[src/rtl/pc_ctrl_pkg.sv]
// Shared types for the PC sequencing controller: FSM state encoding and PC source selects.
package pc_ctrl_pkg;

    typedef enum logic [2:0] {
        BOOT,
        RUN,
        FLUSH,
        HALTED,
        STEP
    } pc_state_t;

    typedef logic [1:0] pc_src_t;

    localparam pc_src_t PCS_SEQ  = 2'b00;
    localparam pc_src_t PCS_BR   = 2'b01;
    localparam pc_src_t PCS_JMP  = 2'b10;
    localparam pc_src_t PCS_HOLD = 2'b11;

    // Compares the word index of a byte address against a halt word address.
    function automatic logic is_halt_pc(input logic [31:0] pc, input logic [29:0] halt_word);
        return (pc >> 2) == {2'b00, halt_word};
    endfunction

endpackage

[src/rtl/sat_counter.sv]
// Saturating up-counter with synchronous clear; sticks at all-ones instead of wrapping.
module sat_counter #(
    parameter int unsigned W = 16
) (
    input  logic         clk,
    input  logic         rst,
    input  logic         inc,
    input  logic         clr,
    output logic [W-1:0] cnt
);

    always_ff @(posedge clk or posedge rst) begin
        if (rst) begin
            cnt <= '0;
        end else if (clr) begin
            cnt <= '0;
        end else if (inc && (cnt != '1)) begin
            cnt <= cnt + W'(1);
        end
    end

endmodule

[src/rtl/pc_seq_ctrl.sv]
// PC sequencing controller: arbitrates stalls, redirects, fetch backpressure and debug
// halt/step to drive the PC write enable and source select, plus pipeline flush pulses.
module pc_seq_ctrl
    import pc_ctrl_pkg::*;
#(
    parameter int unsigned BOOT_WAIT = 2,
    parameter int unsigned FLUSH_CYC = 1,
    parameter bit          HALT_EN   = 1'b1,
    parameter int unsigned HALT_PC   = 5,
    parameter int unsigned CNT_W     = 16
) (
    input  logic             clk,
    input  logic             rst,
    input  logic             hazard_det,
    input  logic             br_taken,
    input  logic             jump_ctrl,
    input  logic [31:0]      next_pc,
    input  logic             imem_ready,
    input  logic             halt_req,
    input  logic             step_req,
    input  logic             resume_req,
    output logic             pc_we,
    output logic [1:0]       pc_src,
    output logic             fetch_vld,
    output logic             flush_if_id,
    output logic             flush_id_ex,
    output logic             halted,
    output logic [CNT_W-1:0] redir_cnt,
    output logic [CNT_W-1:0] stall_cnt
);

    localparam logic [15:0] BOOT_INIT = 16'(BOOT_WAIT);
    localparam logic [2:0]  BUB_INIT  = 3'(FLUSH_CYC - 1);
    localparam logic [29:0] HALT_WORD = 30'(HALT_PC);

    pc_state_t   state, next_state;
    logic [15:0] boot_cnt;
    logic [2:0]  bub_cnt;
    logic        from_step;

    pc_src_t     rule_src;
    logic        rule_we, rule_redir, rule_halt;
    logic        redir_inc, stall_inc;

    always_ff @(posedge clk or posedge rst) begin
        if (rst) begin
            state     <= BOOT;
            boot_cnt  <= BOOT_INIT;
            bub_cnt   <= '0;
            from_step <= 1'b0;
        end else begin
            state <= next_state;
            if (state == BOOT && boot_cnt != '0) begin
                boot_cnt <= boot_cnt - 16'd1;
            end
            // Remember whether the flush came from a debug step so it can return to HALTED.
            if (next_state == FLUSH && state != FLUSH) begin
                bub_cnt   <= BUB_INIT;
                from_step <= (state == STEP);
            end else if (state == FLUSH && bub_cnt != '0) begin
                bub_cnt <= bub_cnt - 3'd1;
            end
        end
    end

    // Normal-flow arbitration shared by RUN and STEP; jump outranks branch.
    always_comb begin
        rule_src   = PCS_SEQ;
        rule_we    = 1'b1;
        rule_redir = 1'b0;
        if (jump_ctrl) begin
            rule_src   = PCS_JMP;
            rule_redir = 1'b1;
        end else if (br_taken) begin
            rule_src   = PCS_BR;
            rule_redir = 1'b1;
        end else if (hazard_det || !imem_ready) begin
            rule_src = PCS_HOLD;
            rule_we  = 1'b0;
        end
        rule_halt = HALT_EN && rule_we && is_halt_pc(next_pc, HALT_WORD);
    end

    always_comb begin
        next_state = state;
        pc_we      = 1'b0;
        pc_src     = PCS_HOLD;
        redir_inc  = 1'b0;
        stall_inc  = 1'b0;
        case (state)
            BOOT: begin
                if (boot_cnt == '0) next_state = RUN;
            end
            RUN: begin
                if (halt_req) begin
                    next_state = HALTED;
                end else begin
                    pc_src    = rule_src;
                    pc_we     = rule_we;
                    redir_inc = rule_redir;
                    stall_inc = !rule_we;
                    if (rule_halt)       next_state = HALTED;
                    else if (rule_redir) next_state = FLUSH;
                end
            end
            FLUSH: begin
                if (bub_cnt == '0) next_state = from_step ? HALTED : RUN;
            end
            HALTED: begin
                if (resume_req)    next_state = RUN;
                else if (step_req) next_state = STEP;
            end
            STEP: begin
                if (imem_ready) begin
                    pc_src     = rule_src;
                    pc_we      = rule_we;
                    redir_inc  = rule_redir;
                    next_state = (rule_redir && !rule_halt) ? FLUSH : HALTED;
                end
            end
            default: next_state = BOOT;
        endcase
    end

    assign fetch_vld   = (state == RUN) || (state == FLUSH) || (state == STEP);
    assign flush_if_id = (state == FLUSH);
    assign flush_id_ex = (state == FLUSH) && (bub_cnt == BUB_INIT);
    assign halted      = (state == HALTED);

    sat_counter #(.W(CNT_W)) u_redir_cnt (
        .clk (clk),
        .rst (rst),
        .inc (redir_inc),
        .clr (1'b0),
        .cnt (redir_cnt)
    );

    sat_counter #(.W(CNT_W)) u_stall_cnt (
        .clk (clk),
        .rst (rst),
        .inc (stall_inc),
        .clr (1'b0),
        .cnt (stall_cnt)
    );

endmodule

[config.mk]
export PLATFORM = sky130hd
export DESIGN_NAME = pc_seq_ctrl
export DESIGN_NICKNAME = d
export VERILOG_FILES = /design/src/rtl/pc_ctrl_pkg.sv /design/src/rtl/sat_counter.sv /design/src/rtl/pc_seq_ctrl.sv
export SDC_FILE = /design/constraint.sdc
export NUM_CORES = 1
export LEC_CHECK = 0
export CORE_MARGIN = 10
export CORE_UTILIZATION = 62
export DETAILED_ROUTE_END_ITERATION = 16
export DONT_BUFFER_PORTS = 1
export HOLD_SLACK_MARGIN = 0.05
export PLACE_DENSITY = 0.78
export SLEW_MARGIN = 40
export SYNTH_ARGS = -nofsm -noshare
export SYNTH_HDL_FRONTEND = slang
export SYNTH_SLANG_ARGS = --single-unit
[constraint.sdc]
create_clock -name clk -period 3.3 [get_ports clk]
set_clock_uncertainty 0.15 [all_clocks]
set_input_delay 0.33 -clock clk [delete_from_list [all_inputs] [get_ports clk]]
set_output_delay 0.33 -clock clk [all_outputs]
set_load 0.02 [all_outputs]
# Word level (Yosys, flattened, before mapping)
# Cells that the tools add are included.
# word_totals
ram_bits	0
word_cells	71
rom_bits	0
in_bits	41
n_memories	0
latch_bits	0
regBits	55
out_inout_bits	39
# classes
n_mux	32
magnitude_cmp	0
add_sub_neg	4
shift	0
n_bitwise	0
reduce_logical	20
n_mul	0
eq_ne	9
n_div	0
# ops
cell	count
$add A16 B1 Y16 const B	2
$ne A16 B16 Y1 const B	2
$eq A30 B3 Y1 const B	1
$mux W3	10
$logic_not A16 Y1	1
$reduce_bool A16 Y1	1
$sub A16 B1 Y16 const B	1
$pmux W3 S5	1
$mux W1	12
$mux W2	6
$eq A3 B2 Y1 const B	3
$logic_and A1 B1 Y1	8
$logic_not A3 Y1	2
$pmux W1 S2	2
$pmux W2 S2	1
$eq A3 B1 Y1 const B	1
$eq A3 B3 Y1 const B	1
$logic_not A1 Y1	3
$logic_or A1 B1 Y1	3
$ne A3 B2 Y1 const B	1
$reduce_bool A3 Y1	1
$sub A3 B1 Y3 const B	1
$reduce_bool A2 Y1	1

# Logic depth before layout (Yosys ltp)
# logic_depth
word_depth	14
mapped_depth	8
ltp_nobuf	8

# By module
# Synthesis repeated with hierarchy kept, for this count alone.
# unflattened
cells_unflattened	346
hier_area_um2	3241.9
# modules_own_cells
module	cells_per_inst	seq_area_each_um2	instances	area_each_um2
sat_counter	101	400.4	2	932.1
pc_seq_ctrl	144	576.8	1	1377.6

# Worst setup path before layout
# OpenSTA, ideal clock, no wires.
# synth_timing
kind	reg2reg
from	reg boot_cnt[7]
to	reg from_step
t_arrival_ns	2.310
slack_ns	0.715
period_less_slack_ns	2.585
setup_ns	0.125
n_path_buf	0
path_stages_with_launch	6
t_required_ns	3.025
cell_sequence	dfrtp_1 > or4_4 > or3_4 > or4_4 > o2111a_2 > mux2_4
# synth_between
elab_chain_cells	5
# synth_lines
item	line	rtl
start, declared	pc_seq_ctrl.sv:37	logic [15:0] boot_cnt;
start signal, assigned	pc_seq_ctrl.sv:54	boot_cnt <= boot_cnt - 16'd1;
$logic_not A16 Y1	pc_seq_ctrl.sv:92	if (boot_cnt == '0) next_state = RUN;
$mux W3	pc_seq_ctrl.sv:92	
$pmux W3 S5	pc_seq_ctrl.sv:90	case (state)
$eq A3 B2 Y1	pc_seq_ctrl.sv:57	if (next_state == FLUSH && state != FLUSH) begin
$logic_and A1 B1 Y1	pc_seq_ctrl.sv:57	
end signal, assigned	pc_seq_ctrl.sv:59	from_step <= (state == STEP);
end, declared	pc_seq_ctrl.sv:39	logic from_step;
# Every way passes these cells.
# A chain may end at the register's enable or synchronous reset.

# Final worst setup path
# layout_timing
from	reg state[0]
to	reg u_stall_cnt.cnt[15]
# layout_between
elab_chain_cells	3
# layout_lines
item	line	rtl
start, declared	pc_seq_ctrl.sv:36	pc_state_t state, next_state;
start signal, assigned	pc_seq_ctrl.sv:52	state <= next_state;
$eq A3 B1 Y1	pc_seq_ctrl.sv:90	
$mux W1	pc_seq_ctrl.sv:90	
$logic_and A1 B1 Y1	sat_counter.sv:17	end else if (inc && (cnt != '1)) begin
end signal, assigned	sat_counter.sv:18	cnt <= cnt + W'(1);
end, declared	sat_counter.sv:9	output logic [W-1:0] cnt
# Every way passes these cells.

==> impl_metrics.xml <==
<?xml version="1.0" encoding="UTF-8"?>
<metrics>
  <group name="outcome">
    <metric name="status" unit="">finished clean</metric>
  </group>
  <group name="global_routing">
    <metric name="first_pass_grt_wire_length" unit="um">9577</metric>
    <metric name="largest_net_degree_at_the_start_of_global_routing" unit="">43</metric>
    <metric name="met3_usage" unit="">0.06367</metric>
    <metric name="grt_busiest_layer" unit="">met2</metric>
    <metric name="grt_use_met1" unit="">0.1769</metric>
    <metric name="all_layer_gr_usage" unit="">0.1546</metric>
    <metric name="grt_antenna_before_repair" unit="">0</metric>
    <metric name="overflow" unit="">0</metric>
    <metric name="grt_pass1_vias" unit="">1998</metric>
    <metric name="met2_usage" unit="">0.2632</metric>
  </group>
  <group name="drt">
    <metric name="drt_iter0_drc" unit="">94</metric>
    <metric name="drt_drc_violations_left" unit="">0</metric>
    <metric name="firstDrtPassIters" unit="">5</metric>
    <metric name="total_wirelength" unit="um">6041</metric>
    <metric name="vias_after_detailed_routing" unit="">2098</metric>
    <metric name="detail_route.wl_per_cell" unit="um">17.82</metric>
    <metric name="vias_per_cell" unit="">6.189</metric>
    <metric name="drtAntennaViolNets" unit="">0</metric>
  </group>
  <group name="floorplanning">
    <metric name="die_height" unit="um">87.25</metric>
    <metric name="floorplan.io_pins" unit="">80</metric>
    <metric name="initial_core_util" unit="">0.6440</metric>
    <metric name="die_w" unit="um">87.25</metric>
    <metric name="area_of_the_core_region" unit="um2">4354</metric>
    <metric name="placement_rows" unit="">24</metric>
    <metric name="die-area" unit="um2">7613</metric>
  </group>
  <group name="power">
    <metric name="power_density" unit="nW/um2">584.2</metric>
    <metric name="totalPowerFinal" unit="mW">1.756</metric>
    <metric name="static_leak" unit="nW">1.383</metric>
    <metric name="vdd.ir_drop.worst" unit="V">0.0003904</metric>
  </group>
  <group name="logic_synthesis">
    <metric name="netlist.top_cell.by_area" unit="">sky130_fd_sc_hd__dfrtp_1</metric>
    <metric name="gate_count_of_the_mapped_netlist" unit="">278</metric>
    <metric name="async_flop_share" unit="">1.000</metric>
    <metric name="ys_seq_area_frac" unit="">0.4913</metric>
    <metric name="post_synth_num_cell_types" unit="">43</metric>
    <metric name="post_synth_instance_area" unit="um2">2804</metric>
    <metric name="synth_compound_gate_area_share" unit="">0.05355</metric>
    <metric name="netlist.area_leader.share" unit="">0.4819</metric>
    <metric name="postSynthNetCount" unit="">324</metric>
    <metric name="ys_warn_count" unit="">0</metric>
    <metric name="ys_seq_elements" unit="">55</metric>
    <metric name="synth.avg_cell_area" unit="um2">10.09</metric>
    <metric name="synth_fa_ha_area_frac" unit="">0.02231</metric>
    <metric name="synth_edf_count" unit="">0</metric>
    <metric name="synth.area.mux_share" unit="">0.01339</metric>
    <metric name="ranking_of_synthesized_cells_by_area" unit="">sky130_fd_sc_hd__dfrtp_1 (48%), sky130_fd_sc_hd__xnor2_1 (8.7%), sky130_fd_sc_hd__xor2_1 (6.6%)</metric>
    <metric name="synth_top_family_by_area" unit="">simple AND/OR/NAND/NOR gates</metric>
    <metric name="post_synth_and_or_nand_nor_area_fraction" unit="">0.2463</metric>
    <metric name="synthXorXnorAreaFrac" unit="">0.1531</metric>
    <metric name="ys.flop_type" unit="">sky130_fd_sc_hd__dfrtp_1</metric>
  </group>
  <group name="sta">
    <metric name="setup_ws" unit="ns">0.4802</metric>
    <metric name="setup_total_negative_slack" unit="ns">0</metric>
    <metric name="fmaxAchievable" unit="GHz">0.3546</metric>
    <metric name="tightest_slew" unit="ns">0.7420</metric>
    <metric name="timing_max_transition_violations_final" unit="">0</metric>
    <metric name="whs" unit="ns">0.07459</metric>
    <metric name="worst_slew_margin_rel" unit="">0.5001</metric>
    <metric name="final_min_period_over_clock_period" unit="">0.8545</metric>
    <metric name="unrepaired_setup_endpoints_after_global_routing" unit="">false</metric>
    <metric name="final-hold-violation-count" unit="">0</metric>
    <metric name="timing.final.crit_period" unit="ns">2.820</metric>
    <metric name="report.final.setup_viol" unit="">0</metric>
  </group>
  <group name="cells_and_area">
    <metric name="diodes" unit="">0</metric>
    <metric name="multi_input_comb_area" unit="um2">1370</metric>
    <metric name="finish.instance_area" unit="um2">3005</metric>
    <metric name="mostFrequentLayoutCell" unit="">sky130_fd_sc_hd__dfrtp_1</metric>
    <metric name="most-common-layout-cells" unit="">sky130_fd_sc_hd__dfrtp_1 (54), sky130_fd_sc_hd__nor2_1 (33), sky130_fd_sc_hd__xnor2_1 (28)</metric>
    <metric name="nNetsFinal" unit="">332</metric>
    <metric name="fillCellCount" unit="">339</metric>
    <metric name="area_overhead_vs_synth" unit="%">7.184</metric>
    <metric name="drive_above_1_share" unit="">0.08362</metric>
    <metric name="area.sequential" unit="um2">1378</metric>
  </group>
  <group name="clock_tree">
    <metric name="insertion_delay_of_the_later_clocked_pin_in_the_worst_skew_pair" unit="ns">0.31</metric>
    <metric name="cts_num_sinks" unit="">55</metric>
    <metric name="tritoncts_clock_tree" unit="">yes</metric>
    <metric name="cts.reportedPaths.clkPinSlew" unit="ns">0.10</metric>
    <metric name="clock-root-buffer" unit="">sky130_fd_sc_hd__clkbuf_8</metric>
    <metric name="max-clock-path-buffers" unit="">2</metric>
    <metric name="post_cts_resized" unit="">0</metric>
    <metric name="clock_tree.htree_level_count" unit="">2</metric>
    <metric name="cts_made_buffers" unit="">5</metric>
  </group>
  <group name="flow_run">
    <metric name="max_cap_viol_count" unit="">0</metric>
  </group>
  <group name="critical_path">
    <metric name="crit_path_end" unit="">u_stall_cnt.cnt[15]</metric>
    <metric name="arrival" unit="ns">2.90</metric>
    <metric name="critical_path.endpoint_type" unit="">flop</metric>
    <metric name="timing.critical_path.fanout_max" unit="">13</metric>
    <metric name="worst_setup_path_startpoint" unit="">state[0]</metric>
    <metric name="criticalPathCategory" unit="">flop to flop</metric>
    <metric name="setup.worst_path.start_class" unit="">flop</metric>
    <metric name="worstPathRequired" unit="ns">3.38</metric>
    <metric name="r2r_end" unit="">u_stall_cnt.cnt[15]</metric>
    <metric name="regToRegSetupSlack" unit="ns">0.48</metric>
    <metric name="ff2ff_path_depth" unit="">6</metric>
    <metric name="r2r-start" unit="">state[0]</metric>
  </group>
  <group name="placed_design">
    <metric name="finalWeightedCongestion" unit="">0.8120</metric>
    <metric name="portBuffers" unit="">0</metric>
    <metric name="pre_cts_slack" unit="ns">0.4861</metric>
    <metric name="hpwl_after_detailed_placement" unit="um">4709</metric>
    <metric name="cell_area_reported_after_detailed_placement" unit="um2">2875</metric>
  </group>
  <group name="worst_hold_path">
    <metric name="min_path_type" unit="">input port to flop</metric>
    <metric name="hold_path_depth" unit="">2</metric>
  </group>
</metrics>
-- power breakdown --
group          switching [mW]  leakage, nW  internal (mW)  total, mW
sequential              0.182        0.735          0.750      0.932
clock                   0.238       0.0522          0.162      0.399
combinational           0.242        0.596          0.182      0.424
-- kinds of logic (layout without fill, tap and decap cells) --
family / Yosys count / after routing
buffers and inverters: 15 / 24
flip-flops: 55 / 55
adder cells (fa/ha/maj): 5 / 5
XOR/XNOR: 49 / 49
AO/OA/AOI/OAI: 22 / 22
AND/OR/NAND/NOR: 129 / 129
multiplexers: 3 / 3
-- how the worst min path moves through the flow --
stage | start | end | slack [ns]
CTS | imem_ready | state[1] | 0.07
global route | imem_ready | state[1] | 0.08
finish | imem_ready | state[1] | 0.07
floorplan | imem_ready | state[2] | 0.29
detailed placement | rst | boot_cnt[7] | 0.13
global placement | rst | boot_cnt[7] | 0.27
-- critical path, cell delays in order (launching register included) --
cell                      delay, ns
sky130_fd_sc_hd__dfrtp_1       0.58
sky130_fd_sc_hd__or3b_2        0.51
sky130_fd_sc_hd__nor4_1        0.37
sky130_fd_sc_hd__o31a_1        0.37
sky130_fd_sc_hd__nand4_1       0.26
sky130_fd_sc_hd__nor4_1        0.32
sky130_fd_sc_hd__xor2_1        0.18
-- flip-flops by register name, summed over array words and instances, names as in the netlist --
register and cells:
boot_cnt 16, bub_cnt 3, from_step 1, state 3, u_redir_cnt.cnt 16, u_stall_cnt.cnt 16
-- synth_stat cells (2+ instances only) --
| cell type | number |
|---|---|
| sky130_fd_sc_hd__xnor2_1 | 28 |
| sky130_fd_sc_hd__inv_1 | 10 |
| sky130_fd_sc_hd__mux2_2 | 2 |
| sky130_fd_sc_hd__nand2_1 | 19 |
| sky130_fd_sc_hd__nand3b_1 | 3 |
| sky130_fd_sc_hd__and4_1 | 3 |
| sky130_fd_sc_hd__o21ai_0 | 7 |
| sky130_fd_sc_hd__or4_4 | 2 |
| sky130_fd_sc_hd__nand2b_1 | 3 |
| sky130_fd_sc_hd__clkbuf_1 | 5 |
| sky130_fd_sc_hd__xor2_1 | 21 |
| sky130_fd_sc_hd__and3_1 | 2 |
| sky130_fd_sc_hd__nor3_1 | 12 |
| sky130_fd_sc_hd__a21oi_1 | 3 |
| sky130_fd_sc_hd__nor2b_1 | 2 |
| sky130_fd_sc_hd__nand4_1 | 17 |
| sky130_fd_sc_hd__nand3_1 | 9 |
| sky130_fd_sc_hd__nor2_1 | 33 |
| sky130_fd_sc_hd__ha_1 | 5 |
| sky130_fd_sc_hd__a211oi_1 | 2 |
| sky130_fd_sc_hd__or3_1 | 3 |
| sky130_fd_sc_hd__or3b_2 | 2 |
| sky130_fd_sc_hd__dfrtp_1 | 54 |
| sky130_fd_sc_hd__nor4_1 | 12 |
-- stage by stage --
step / std cells / util
after floorplan: 278 / -
after global placement: 328 / 0.6598
after detailed placement: 328 / 0.6603
after CTS: 339 / 0.6902
after global routing: 339 / 0.6902
final: 339 / 0.6902
-- metal layers --
layer  vias to the layer above  wire, um
met5                         -         0
li1                       1001         -
met1                      1007      2356
met2                        88      2979
met3                         2       690
met4                         0        14
-- what timing repair did --
action | CTS | global route
setup buffers | 0 | 0
hold buffers | 3 | 0
endpoints found under the hold margin | 41 | 0
-- layout make-up --
| cell class | count | share of cell area |
|---|---|---|
| inverter | 10 | 0.01332 |
| clock buffer | 5 | 0.02290 |
| tap | 52 | 0.02165 |
| timing repair buffer | 6 | 0.01749 |
| multi-input combinational | 208 | 0.4559 |
| sequential | 55 | 0.4584 |
| clock inverter | 3 | 0.01041 |
Power figures use the tool's default switching activity.
